File: config.mk
export PLATFORM = sky130hd
export DESIGN_NAME = xm23_mem_arbiter
export DESIGN_NICKNAME = d
export VERILOG_FILES = /design/src/rtl/xm23_mem_pkg.sv /design/src/rtl/xm23_mem_arb_aging.sv /design/src/rtl/xm23_mem_arbiter.sv
export SDC_FILE = /design/constraint.sdc
export NUM_CORES = 1
export LEC_CHECK = 0
export BUFFER_PORTS_ARGS = -buffer_cell sky130_fd_sc_hd__buf_2
export CAP_MARGIN = 20
export CORE_AREA = 2 2 105 107
export DETAILED_ROUTE_END_ITERATION = 12
export DIE_AREA = 0 0 107 109
export GPL_ROUTABILITY_DRIVEN = 1
export MAX_ROUTING_LAYER = met4
export PLACE_DENSITY = 0.66
export SYNTH_ARGS = -nofsm -noshare
export SYNTH_HDL_FRONTEND = slang
export SYNTH_SLANG_ARGS = --single-unit
File: constraint.sdc
create_clock -name Clock -period 2.76 [get_ports Clock]
set_clock_uncertainty 0.05 [all_clocks]
set_input_delay 0.138 -clock Clock [delete_from_list [all_inputs] [get_ports Clock]]
set_output_delay 0.138 -clock Clock [all_outputs]
set_load 0.02 [all_outputs]
File: src/rtl/xm23_mem_pkg.sv
// Shared encodings for the XM23 memory arbiter: FSM states, owner IDs,
// access sizes and the latched request record.
package xm23_mem_pkg;

  localparam logic [1:0] ST_IDLE    = 2'd0;
  localparam logic [1:0] ST_ISSUE   = 2'd1;
  localparam logic [1:0] ST_CAPTURE = 2'd2;
  localparam logic [1:0] ST_ACK     = 2'd3;

  localparam logic OWN_CPU = 1'b0;
  localparam logic OWN_DBG = 1'b1;

  localparam logic ACC_WORD = 1'b0;
  localparam logic ACC_BYTE = 1'b1;

  typedef struct packed {
    logic        we;
    logic        size;
    logic [15:0] addr;
    logic [15:0] wdata;
  } mem_req_t;

  // Word accesses must be even-aligned; byte accesses may use any address.
  function automatic logic is_misaligned(input logic size, input logic [15:0] addr);
    return (size == ACC_WORD) && addr[0];
  endfunction

endpackage

File: src/rtl/xm23_mem_arb_aging.sv
// Starvation counter for the debug port: counts arbitrations the debug port
// loses and raises force_dbg once the count reaches STARVE_LIMIT.
module xm23_mem_arb_aging
  #(parameter int STARVE_LIMIT = 4)
  (
    input  logic Clock,
    input  logic Reset,
    input  logic arb_cycle,
    input  logic dbg_pending,
    input  logic dbg_granted,
    output logic force_dbg
  );

  localparam int CW = (STARVE_LIMIT < 1) ? 1 : $clog2(STARVE_LIMIT + 1);
  localparam logic [CW-1:0] LIMIT = CW'(STARVE_LIMIT);

  logic [CW-1:0] starve_cnt;

  // Saturates at LIMIT so force_dbg stays asserted until debug is served.
  always_ff @(posedge Clock) begin
    if (Reset) begin
      starve_cnt <= '0;
    end else if (arb_cycle) begin
      if (dbg_granted) begin
        starve_cnt <= '0;
      end else if (dbg_pending && (starve_cnt < LIMIT)) begin
        starve_cnt <= starve_cnt + 1'b1;
      end
    end
  end

  assign force_dbg = (starve_cnt >= LIMIT);

endmodule

File: src/rtl/xm23_mem_arbiter.sv
// Two-port arbiter (CPU, debug/loader) in front of the byte-laned XM23 RAM.
// Define XM23_MEM_ARB_STARVE_EN to enable debug-port anti-starvation aging.
module xm23_mem_arbiter
  import xm23_mem_pkg::*;
  #(parameter int STARVE_LIMIT = 4)
  (
    input  logic        Clock,
    input  logic        Reset,
    input  logic        cpu_req,
    input  logic        cpu_we,
    input  logic        cpu_byte,
    input  logic [15:0] cpu_addr,
    input  logic [15:0] cpu_wdata,
    output logic [15:0] cpu_rdata,
    output logic        cpu_ack,
    output logic        cpu_err,
    input  logic        dbg_req,
    input  logic        dbg_we,
    input  logic        dbg_byte,
    input  logic [15:0] dbg_addr,
    input  logic [15:0] dbg_wdata,
    output logic [15:0] dbg_rdata,
    output logic        dbg_ack,
    output logic        dbg_err,
    output logic [15:0] mem_lb_addr,
    output logic [15:0] mem_ub_addr,
    output logic [7:0]  mem_lb_wdata,
    output logic [7:0]  mem_ub_wdata,
    output logic        mem_lb_we,
    output logic        mem_ub_we,
    input  logic [7:0]  mem_lb_q,
    input  logic [7:0]  mem_ub_q,
    output logic        busy,
    output logic        gnt_dbg
  );

  logic [1:0]  state;
  logic        owner;
  logic        cur_we;
  logic        cur_size;
  logic        err_q;
  logic        arb_cycle;
  logic        pick_dbg;
  logic        force_dbg;
  logic [15:0] rd_word;
  mem_req_t    cpu_fields;
  mem_req_t    dbg_fields;
  mem_req_t    win;

  assign cpu_fields = '{we: cpu_we, size: cpu_byte, addr: cpu_addr, wdata: cpu_wdata};
  assign dbg_fields = '{we: dbg_we, size: dbg_byte, addr: dbg_addr, wdata: dbg_wdata};

  // CPU wins ties unless the aging logic says debug has waited long enough.
  assign arb_cycle = (state == ST_IDLE) && (cpu_req || dbg_req);
  assign pick_dbg  = dbg_req && (!cpu_req || force_dbg);
  assign win       = pick_dbg ? dbg_fields : cpu_fields;

`ifdef XM23_MEM_ARB_STARVE_EN
  xm23_mem_arb_aging #(.STARVE_LIMIT(STARVE_LIMIT)) u_aging (
    .Clock       (Clock),
    .Reset       (Reset),
    .arb_cycle   (arb_cycle),
    .dbg_pending (dbg_req),
    .dbg_granted (pick_dbg),
    .force_dbg   (force_dbg)
  );
`else
  logic unused_starve_limit;
  assign unused_starve_limit = (STARVE_LIMIT != 0);
  assign force_dbg = 1'b0;
`endif

  assign rd_word = (cur_size == ACC_BYTE) ? {8'h00, mem_lb_q} : {mem_ub_q, mem_lb_q};

  // RAM lanes are loaded on the grant edge so they are valid throughout ISSUE;
  // the write enables self-clear so they are high for exactly that cycle.
  always_ff @(posedge Clock) begin
    if (Reset) begin
      state        <= ST_IDLE;
      owner        <= OWN_CPU;
      cur_we       <= 1'b0;
      cur_size     <= ACC_WORD;
      err_q        <= 1'b0;
      gnt_dbg      <= 1'b0;
      cpu_rdata    <= '0;
      dbg_rdata    <= '0;
      mem_lb_addr  <= '0;
      mem_ub_addr  <= '0;
      mem_lb_wdata <= '0;
      mem_ub_wdata <= '0;
      mem_lb_we    <= 1'b0;
      mem_ub_we    <= 1'b0;
    end else begin
      mem_lb_we <= 1'b0;
      mem_ub_we <= 1'b0;
      case (state)
        ST_IDLE: begin
          if (arb_cycle) begin
            owner    <= pick_dbg;
            gnt_dbg  <= pick_dbg;
            cur_we   <= win.we;
            cur_size <= win.size;
            if (is_misaligned(win.size, win.addr)) begin
              err_q <= 1'b1;
              state <= ST_ACK;
            end else begin
              err_q        <= 1'b0;
              state        <= ST_ISSUE;
              mem_lb_addr  <= win.addr;
              mem_ub_addr  <= win.addr + 16'd1;
              mem_lb_wdata <= win.wdata[7:0];
              mem_ub_wdata <= win.wdata[15:8];
              mem_lb_we    <= win.we;
              mem_ub_we    <= win.we && (win.size == ACC_WORD);
            end
          end
        end
        ST_ISSUE: begin
          state <= cur_we ? ST_ACK : ST_CAPTURE;
        end
        ST_CAPTURE: begin
          if (owner == OWN_DBG) begin
            dbg_rdata <= rd_word;
          end else begin
            cpu_rdata <= rd_word;
          end
          state <= ST_ACK;
        end
        ST_ACK: begin
          state <= ST_IDLE;
        end
        default: begin
          state <= ST_IDLE;
        end
      endcase
    end
  end

  assign busy    = (state != ST_IDLE);
  assign cpu_ack = (state == ST_ACK) && (owner == OWN_CPU);
  assign dbg_ack = (state == ST_ACK) && (owner == OWN_DBG);
  assign cpu_err = cpu_ack && err_q;
  assign dbg_err = dbg_ack && err_q;

endmodule

==> impl_metrics.csv, run 1 <==
group,metric,value,unit
pwr,power-per-cell-area,824.5,mW/mm²
routing,via_per_inst,5.076,
clock_tree,ctsLongestPathBuffers,2,
synth,yosysTopAreaCell,"dfxtp_1",
clock_tree,cts_sinks,88,
global_routing,global_route.usage.met2,33.44,%
floorplanning,num_rows,38,
synth,synth_top_area_share,44.19,%
sta,worst_slack,0.1189,ns
synth,async_flop_share,0,%
pwr,vdd_drop_max,0.0004031,V
routing,detailedRoute.firstPassIterationCount,4,
global_routing,routing_usage_on_met3,3.766,%
cells_and_area,design.final.nets,785,
floorplanning,start_util,37.60,%
sta,final-setup-viol-count,0,
run,cap_violations,0,
sta,fmaxAchievable,378.6,MHz
worst_hold_path,hold_path_class,"in2reg",
routing,drt-wirelength-per-cell,14.22,µm
critical_path,cp.arrival,2.89,ns
routing,final_antenna_net_count,0,
placement,gp_routability_congestion,0.8302,
floorplanning,floorplan.die.width,107,µm
critical_path,crit_path_start_kind,"register",
global_routing,grtUsageMet1,26.65,%
synth,synth.avg_cell_area,8.069,µm²
global_routing,grt_max_degree,51,
clock_tree,h-tree-depth,3,
cells_and_area,layout-drive-gt1-share,29.84,%
synth,post_synth_num_cell_types,48,
global_routing,antenna_found_initial,2,
cells_and_area,postLayoutCoreUtil,52.79,%
clock_tree,worst_setup_hold_path_clk_slew,0.09,ns
synth,synth_flop_cell,"dfxtp_1",
critical_path,worst_setup_path_end_kind,"register",
synth,number_of_flops_mapped_to_enable_cells_by_yosys,0,
placement,place.port_buffers,175,
synth,synth_register_bits,88,
sta,max_slew_margin,41.49,%
routing,dr_iter_0_viols,255,
synth,synth-seq-area-share,44.19,%
critical_path,worstReg2RegEnd,"mem_lb_wdata[4]",
floorplanning,core_area,0.01060,mm²
sta,layout_min_cycle_time,2.641,ns
floorplanning,pin_count,176,
critical_path,path_max_fanout,38,
critical_path,timing.setup.critical_path_class,"reg2reg",
synth,syn-cell-area,0.003986,mm²
clock_tree,postcts_setup_bufs,0,
sta,period_share,95.69,%
floorplanning,floorplan.die_area,0.01166,mm²
critical_path,timing.rr.start,"state[0]",
floorplanning,die_h,109,µm
clock_tree,cts_tree,"done",
routing,vias,4259,
placement,half_perimeter_wire_length_of_the_detailed_placement_result,8.467,mm
worst_hold_path,cell_depth_of_the_worst_hold_path,3,
placement,place_ws,0.3480,ns
cells_and_area,filler_cell_count,977,
routing,wirelength,11.93,mm
critical_path,regToRegSetupSlack,0.12,ns
outcome,run_status,"finished, final reports clean",
clock_tree,clockRootBuffer,"clkbuf_8",
global_routing,grt_pass1_wl,18.71,mm
global_routing,gr_overflow_total,0,
clock_tree,worstSkewPairLatency,0.35,ns
cells_and_area,area_growth_syn_to_layout,40.40,%
routing,drc,0,
sta,final-max-slew-violation-count,0,
worst_hold_path,worst_hold_startpoint,"cpu_we",
clock_tree,numCtsBuffers,9,
cells_and_area,most_common_cell_after_layout_fill_and_taps_aside,"buf_2",
cells_and_area,layout.cells.most_common_list,"buf_2 (175), nand2_1 (121), dfxtp_1 (88)",
synth,synth_nets,587,
critical_path,reg2reg_depth,8,
pwr,pleak,0.002529,µW
sta,tightest_slew,0.8777,ns
critical_path,cp_data_required_time,3.01,ns
synth,synthesis.yosys.warnings,0,
synth,postSynthCellCount,494,
global_routing,grt-busiest-layer,"met2",
worst_hold_path,hold_end,"mem_lb_we",
global_routing,first_global_vias,3861,
global_routing,grt_usage,20.89,%
sta,rsz0062_at_grt,"true",
sta,final-hold-violation-count,0,
synth,post_synth_main_area_contributors,"dfxtp_1 (44%), nand2_1 (11%), a21oi_1 (5.4%)",
-- power by group --
part	internal [µW]	switching (µW)	leakage, µW
combinational	737	1190	0.00171
clock	465	457	0.000101
sequential	1580	189	0.000721
-- metrics by stage --
step / setup TNS, ns / area (µm²) / total power, µW / hold slack, ns / cells
after floorplan: 0 / 3986 / 2962 / 0.2240 / 494
after global placement: 0 / 4960 / 3536 / 0.3425 / 779
after detailed placement: 0 / 4960 / 3577 / 0.3483 / 779
after CTS: 0 / 5577 / 4631 / 0.001308 / 836
after global routing: -0.1560 / 5597 / 4936 / 0.03572 / 839
final: 0 / 5597 / 4615 / 0.02009 / 839
-- per-layer routing --
metal | share of wire, % | routed length (µm) | up-vias
met2 | 46 | 5507 | 152
met1 | 46 | 5439 | 1969
li1 | - | - | 2127
met4 | 1.4 | 163 | 0
met5 | 0 | 0 | -
met3 | 6.8 | 816 | 11
-- flip-flops by register name (all words and copies together) (netlist names) --
signal and flops:
cpu_rdata 16, cur_size 1, cur_we 1, dbg_rdata 16
err_q 1, mem_lb_addr 16, mem_lb_wdata 8, mem_lb_we 1
mem_ub_addr 16, mem_ub_wdata 8, mem_ub_we 1, owner 1
state 2
-- layout make-up --
cell class                 instances  area [µm²]  share of cell area, %
sequential                        88        1762                  31.48
inverter                           5       18.77                 0.3353
clock buffer                      11       151.4                  2.705
timing repair buffer             226        1369                  24.46
clock inverter                     5       55.05                 0.9837
antenna                            2       5.005                0.08943
tap                              140       175.2                  3.130
multi-input combinational        362        2061                  36.82
-- worst max-delay path by stage --
| stage | from | to | slack [ns] | depth (start not counted) |
|---|---|---|---|---|
| 3_3_place_gp | cpu_req | mem_ub_addr[12] | 0.44 | 6 |
| 4_1_cts | state[0] | mem_lb_wdata[5] | 0.09 | 8 |
| 3_5_place_dp | cpu_req | mem_ub_addr[12] | 0.35 | 7 |
| 2_1_floorplan | state[0] | mem_lb_addr[10] | 0.68 | 7 |
| 5_1_grt | state[0] | mem_ub_we | -0.04 | 8 |
| 6_report | state[0] | mem_lb_wdata[4] | 0.12 | 8 |
-- synth_stat cells (2+ instances only) --
library cell  count
a211oi_1         17
a21oi_1          43
a311oi_1         18
a31oi_1           4
and2_1            2
and3_1            4
and4b_1           3
buf_1             4
buf_4             3
clkbuf_1         30
dfxtp_1          88
ha_1              5
inv_1             5
mux2_2            2
mux2i_1          17
nand2_1         121
nand2b_1          2
nand3_1           8
nand3b_1          7
nand4_1           2
nor2_1           44
nor2b_1          12
nor3_1            7
o211ai_1          2
o21ai_0          11
o311ai_1          2
o31a_1            2
o31ai_1           4
or3_1             3
or4_1             2
xnor2_1           3
-- critical path, stage by stage, from the launching register on --
cell and delay, ns:
dfxtp_1 0.33, inv_1 0.15, ha_1 0.25, o21ai_0 0.22, a311oi_4 0.35, buf_8 0.27, nor2_1 0.08, a311oi_1 0.26
dlygate4sd3_1 0.59
-- kinds of logic (layout without fill, tap and decap cells) --
group	Yosys count	count (layout)	synth area share, %
AND/OR/NAND/NOR	219	219	24.20
AO/OA/AOI/OAI	115	115	19.68
flip-flops	88	88	44.19
buffers and inverters	44	247	4.645
multiplexers	19	19	4.834
adder cells (fa/ha/maj)	5	5	1.569
XOR/XNOR	4	4	0.8790
other	0	2	0
-- timing repair --
action	in CTS	in global routing
endpoints found under the hold margin	33	0
hold buffers	41	0
resized for setup	0	3
setup endpoints to repair	0	16
Power figures use the tool's default switching activity.
==> run 2: changes to the inputs <==
- CORE_AREA: 2 2 105 107 -> 2 2 86 129
- DIE_AREA: 0 0 107 109 -> 0 0 88 131
- PLACE_DENSITY: 0.66 -> 0.67
- SLEW_MARGIN: unset -> 0
- SYNTH_HIERARCHICAL: unset -> 1
==> run 2 against run 1 <==
  * Flip-flop and latch count stayed put
  * Non-clock buffer count is 32 lower
  * Synthesized area stayed put
  * Total power is 4.0% higher
  * Critical path depth stayed put
  * Register-to-register slack better by 0.37 ns
  * Via count is 1.5% lower
  * Clock-buffer cell count is 3 higher
  * Sequential power hardly changed
  * Clock power is 34% higher
  * Fmax is 16% higher
  * Critical endpoint is now mem_ub_addr[9]
==> impl_metrics.csv, run 2 <==
group,metric,value,unit
critical_path,regToRegSetupSlack,0.48,ns
global_routing,first_global_vias,4008,
cells_and_area,design.final.nets,753,
critical_path,path_max_fanout,12,
pwr,power-per-cell-area,894.4,mW/mm²
global_routing,global_route.usage.met2,36.76,%
placement,place.port_buffers,175,
cells_and_area,multi_input_comb_area,0.002061,mm²
clock_tree,postcts_setup_bufs,0,
critical_path,crit_path_start_kind,"register",
global_routing,grtUsageMet1,22.53,%
routing,via_per_inst,5.188,
routing,dr_iter_0_viols,172,
sta,fmaxAchievable,439.4,MHz
cells_and_area,ff_latch_area,0.001762,mm²
synth,synth_top_area_share,44.19,%
cells_and_area,most_common_cell_after_layout_fill_and_taps_aside,"buf_2",
synth,synth_flop_cell,"dfxtp_1",
clock_tree,cts_tree,"done",
global_routing,routing_usage_on_met3,3.769,%
synth,synthesis.yosys.warnings,6,
sta,totalNegativeSetupSlack,0,ns
floorplanning,num_rows,46,
critical_path,timing.setup.critical_path_class,"reg2reg",
synth,number_of_flops_mapped_to_enable_cells_by_yosys,0,
pwr,design_power_total,4798,µW
global_routing,grt-busiest-layer,"met2",
synth,synth_register_bits,88,
synth,synth.avg_cell_area,8.069,µm²
sta,rsz0062_at_grt,"false",
worst_hold_path,hold_path_class,"in2reg",
routing,drc,0,
routing,drt-wirelength-per-cell,14.64,µm
clock_tree,ctsHoldBuffers,9,
sta,final-hold-violation-count,0,
synth,synth.most_common_cell,"nand2_1",
sta,layout_min_cycle_time,2.276,ns
routing,vias,4197,
synth,postSynthCellCount,494,
placement,placement.cell_area,0.004965,mm²
synth,post_synth_main_area_contributors,"dfxtp_1 (44%), nand2_1 (11%), a21oi_1 (5.4%)",
sta,final-max-slew-violation-count,0,
global_routing,grt_pass1_wl,18.53,mm
synth,synth_nets,587,
outcome,run_status,"finished, final reports clean",
clock_tree,ctsResizeCount,0,
routing,final_antenna_net_count,0,
floorplanning,pin_count,176,
clock_tree,cts_sinks,88,
floorplanning,start_util,38.27,%
global_routing,grt_max_degree,56,
placement,half_perimeter_wire_length_of_the_detailed_placement_result,8.877,mm
cells_and_area,final_design_area_no_fill,0.005364,mm²
cells_and_area,layout.cells.most_common_list,"buf_2 (175), nand2_1 (121), dfxtp_1 (88)",
clock_tree,worstSkewPairLatency,0.34,ns
cells_and_area,postLayoutCoreUtil,51.49,%
synth,post_synth_most_frequent_cells,"nand2_1 (121), dfxtp_1 (88), nor2_1 (44)",
synth,post_synth_num_cell_types,48,
placement,gp_routability_congestion,0.8661,
global_routing,gr_overflow_total,0,
pwr,vdd_drop_max,0.0004796,V
cells_and_area,layout-drive-gt1-share,30.83,%
cells_and_area,area_growth_syn_to_layout,34.56,%
clock_tree,clockRootBuffer,"clkbuf_16",
sta,worst_case_hold_slack,0.003998,ns
run,cap_violations,0,
floorplanning,die_h,131,µm
floorplanning,core_area,0.01042,mm²
pwr,pleak,0.002405,µW
critical_path,cp_data_required_time,2.90,ns
synth,synth-seq-area-share,44.19,%
synth,yosysTopAreaCell,"dfxtp_1",
global_routing,grt_usage,20.99,%
critical_path,cp.arrival,2.42,ns
synth,syn-cell-area,0.003986,mm²
clock_tree,numCtsBuffers,9,
sta,final-setup-viol-count,0,
cells_and_area,diodes,0,
clock_tree,h-tree-depth,3,
floorplanning,floorplan.die_area,0.01153,mm²
sta,period_share,82.46,%
clock_tree,ctsLongestPathBuffers,2,
synth,async_flop_share,0,%
cells_and_area,filler_cell_count,1031,
critical_path,worst_setup_path_end_kind,"register",
sta,max_slew_margin,51.07,%
routing,wirelength,11.84,mm
routing,detailedRoute.firstPassIterationCount,4,
global_routing,antenna_found_initial,0,
floorplanning,floorplan.die.width,88,µm
sta,tightest_slew,0.7241,ns
clock_tree,worst_setup_hold_path_clk_slew,0.06,ns
run 2: worst paths after layout:
| check | start | to | cells past startpoint |
|---|---|---|---|
| worst max register to register | state[1] | mem_ub_addr[9] | 8 |
| worst min register to register | dbg_rdata[8] | dbg_rdata[8] | 2 |
| worst max-delay path | state[1] | mem_ub_addr[9] | 8 |
| worst min-delay path | dbg_wdata[13] | mem_ub_wdata[5] | 3 |
run 2: metal layers:
metal	wire length, µm	share of wire, %
met1	4624	39
met2	6248	53
met3	671	5.7
met4	298	2.5
met5	0	0
run 2: cell type report:
type	instances	area share, %
clock inverters	2	0.6998
repair buffers	194	19.41
multi-input cells	362	38.42
clock buffers	14	4.922
inverters	5	0.3499
well taps	144	3.359
flip-flops and latches	88	32.84
run 2: where the power goes:
| group | leakage [µW] | switching (µW) | total (µW) | internal, µW |
|---|---|---|---|---|
| clock network | 0.000143 | 478 | 1230 | 752 |
| registers | 0.000721 | 183 | 1770 | 1580 |
| logic | 0.00154 | 1170 | 1800 | 628 |
run 2: critical path: stages, from the launching register on:
cell and delay (ns):
dfxtp_1 0.39, inv_1 0.10, ha_1 0.23, o21ai_0 0.22
a311o_1 0.51, buf_4 0.28, nor3_1 0.08, a21oi_1 0.15
a31oi_1 0.10
run 2: stage by stage:
stage	instances	worst slack [ns]
final	809	0.4841
after global routing	809	0.2664
after CTS	808	0.5024
after detailed placement	783	0.3171
after global placement	783	0.4283
after floorplan	494	0.6816
run 2: cell families (layout without fill, tap and decap cells):
group,after synthesis,after routing,share of synthesized area [%]
adder cells (fa/ha/maj),5,5,1.569
XOR/XNOR,4,4,0.8790
buffers and inverters,44,215,4.645
AND/OR/NAND/NOR,219,219,24.20
flip-flops,88,88,44.19
multiplexers,19,19,4.834
AO/OA/AOI/OAI,115,115,19.68
==> run 3: changes to the inputs <==
- clock period: 2.76 -> 2.29 ns (I/O delays scaled with it)
==> run 3 against run 2 <==
  * Core utilization is 3.2 points higher
  * Global-route usage grew 0.44 points
  * Largest cell class unchanged
  * Largest power group unchanged
  * Combinational power is 26% higher
  * Worst setup slack worse by 0.35 ns
  * Sequential power is 20% higher
  * First-iteration DRC count decreased by 2.9%
  * Fmax up 5.4%
  * Critical path depth is the same
  * Clock power rose by 11%
  * Critical endpoint is now mem_lb_addr[1]
  * Critical path type unchanged
  * Routed wire length rose by 3.4%
==> impl_metrics.csv, run 3 (same netlist as run 2, synthesis figures left out) <==
group,metric,value,unit
sta,fmaxAchievable,463.0,MHz
sta,max_slew_margin,48.88,%
placement,gp_routability_congestion,0.8292,
critical_path,path_delay_family,"compound AO/OA/AOI/OAI gates",
outcome,run_status,"finished, final reports clean",
cells_and_area,ff_latch_area,0.001762,mm²
clock_tree,worst_setup_hold_path_clk_slew,0.06,ns
run,cap_violations,0,
placement,place.port_buffers,175,
clock_tree,numCtsBuffers,9,
critical_path,worst_setup_path_end_kind,"register",
critical_path,crit_path_start,"state[0]",
critical_path,crit_path_start_kind,"register",
placement,half_perimeter_wire_length_of_the_detailed_placement_result,8.696,mm
worst_hold_path,worst_hold_startpoint,"cpu_wdata[2]",
critical_path,cell_chain_of_the_critical_path,"inv_1, ha_1, o21ai_0, a311oi_4, buf_4, buf_4, nor2_1, a311oi_1",
global_routing,antenna_found_initial,0,
floorplanning,floorplan.die.width,88,µm
cells_and_area,most_common_cell_after_layout_fill_and_taps_aside,"buf_2",
routing,wirelength,12.24,mm
clock_tree,cts_tree,"done",
placement,place_ws,0.006246,ns
cells_and_area,diodes,0,
routing,drc,0,
floorplanning,start_util,38.27,%
sta,final-max-slew-violation-count,0,
critical_path,timing.rr.start,"state[0]",
critical_path,regToRegSetupSlack,0.13,ns
cells_and_area,layout.cells.most_common_list,"buf_2 (175), nand2_1 (121), dfxtp_1 (88)",
sta,final-hold-violation-count,0,
routing,detailedRoute.firstPassIterationCount,4,
routing,dr_iter_0_viols,167,
floorplanning,floorplan.die_area,0.01153,mm²
cells_and_area,multi_input_comb_area,0.002062,mm²
floorplanning,die_h,131,µm
critical_path,reg2reg_depth,8,
pwr,power-per-cell-area,1009,mW/mm²
cells_and_area,filler_cell_count,988,
floorplanning,num_rows,46,
clock_tree,clockRootBuffer,"clkbuf_16",
sta,tightest_slew,0.7668,ns
critical_path,critical_path.max_stage_delay,0.33,ns
cells_and_area,layout-drive-gt1-share,30.57,%
global_routing,grt_max_degree,52,
floorplanning,core_area,0.01042,mm²
critical_path,timing.setup.critical_path_class,"reg2reg",
critical_path,cp.arrival,2.34,ns
global_routing,grt_pass1_wl,18.91,mm
global_routing,grt_usage,21.44,%
sta,layout_min_cycle_time,2.160,ns
pwr,vdd_drop_max,0.0004654,V
worst_hold_path,hold_path_class,"in2reg",
critical_path,cp_data_required_time,2.47,ns
routing,drt-wirelength-per-cell,14.50,µm
pwr,pleak,0.002563,µW
clock_tree,ctsLongestPathBuffers,2,
critical_path,crit_cells,8,
routing,final_antenna_net_count,0,
sta,worst_case_hold_slack,0.01663,ns
clock_tree,cts_sinks,88,
routing,vias,4312,
critical_path,path_max_fanout,18,
sta,final-setup-viol-count,0,
clock_tree,h-tree-depth,3,
sta,worst_slack,0.1300,ns
floorplanning,pin_count,176,
global_routing,gr_overflow_total,0,
routing,via_per_inst,5.109,
critical_path,worstPathBufferInverterCount,3,
critical_path,cpMostUsedCell,"buf_4",
sta,period_share,94.32,%
clock_tree,worstSkewPairLatency,0.33,ns
cells_and_area,area_growth_syn_to_layout,42.94,%
cells_and_area,design.final.nets,790,
critical_path,crit_path_slowest_cell,"dfxtp_1",
worst_hold_path,cell_depth_of_the_worst_hold_path,3,
global_routing,first_global_vias,4073,
## run 3: changes by cell type in the layout (fill, tap and decap cells not counted), sizes merged
| cell | delta |
|---|---|
| bufinv | -1 |
| buf | +9 |
| dlygate4sd3 | +28 |
| clkinvlp | -1 |
## run 3: cell type report
type                    count  area share (%)
clock buffers              14           4.809
multi-input cells         362           36.19
flip-flops and latches     88           30.92
inverters                   5          0.3294
repair buffers            231           24.59
well taps                 144           3.162
## run 3: what timing repair did
action                                 CTS  global route
hold buffers                            37             0
setup buffers                            0             2
resized for setup                        0             1
endpoints found under the hold margin   32             0
setup endpoints to repair                0            33
## run 3: worst min-delay path, stage by stage
cell and delay, ns:
buf_2 0.10, nand2_1 0.05, a311oi_1 0.09
## run 3: power breakdown
part	total [µW]	internal (µW)	leakage [µW]	switching, µW
Sequential	2130	1910	0.000721	225
Combinational	2260	840	0.00171	1420
Clock	1360	813	0.000135	545
Total	5750	3560	0.00256	2190
## run 3: per-stage QoR
step | TNS (ns) | cells | total power (µW) | util, % | cell area, µm²
finish | 0 | 844 | 5747 | 54.70 | 5698
global route | -0.05234 | 844 | 6136 | 54.70 | 5698
CTS | 0 | 841 | 5761 | 54.47 | 5674
detailed placement | 0 | 790 | 4336 | 48.28 | 5030
global placement | 0 | 790 | 4280 | 48.28 | 5030
floorplan | 0 | 494 | 3570 | - | 3986
## run 3: layer usage
| metal | up-vias | global-route usage [%] | wire length (µm) |
|---|---|---|---|
| li1 | 2138 | - | - |
| met1 | 2001 | 23.13 | 4850 |
| met2 | 155 | 38.37 | 6423 |
| met3 | 18 | 4.397 | 719 |
| met4 | 0 | 7.692 | 247 |
| met5 | - | - | 0 |
## run 3: path summary, 6_finish.rpt
kind                           to
hold / removal    mem_lb_wdata[2]
setup reg to reg   mem_lb_addr[1]
hold reg to reg     cpu_rdata[12]
setup / recovery   mem_lb_addr[1]
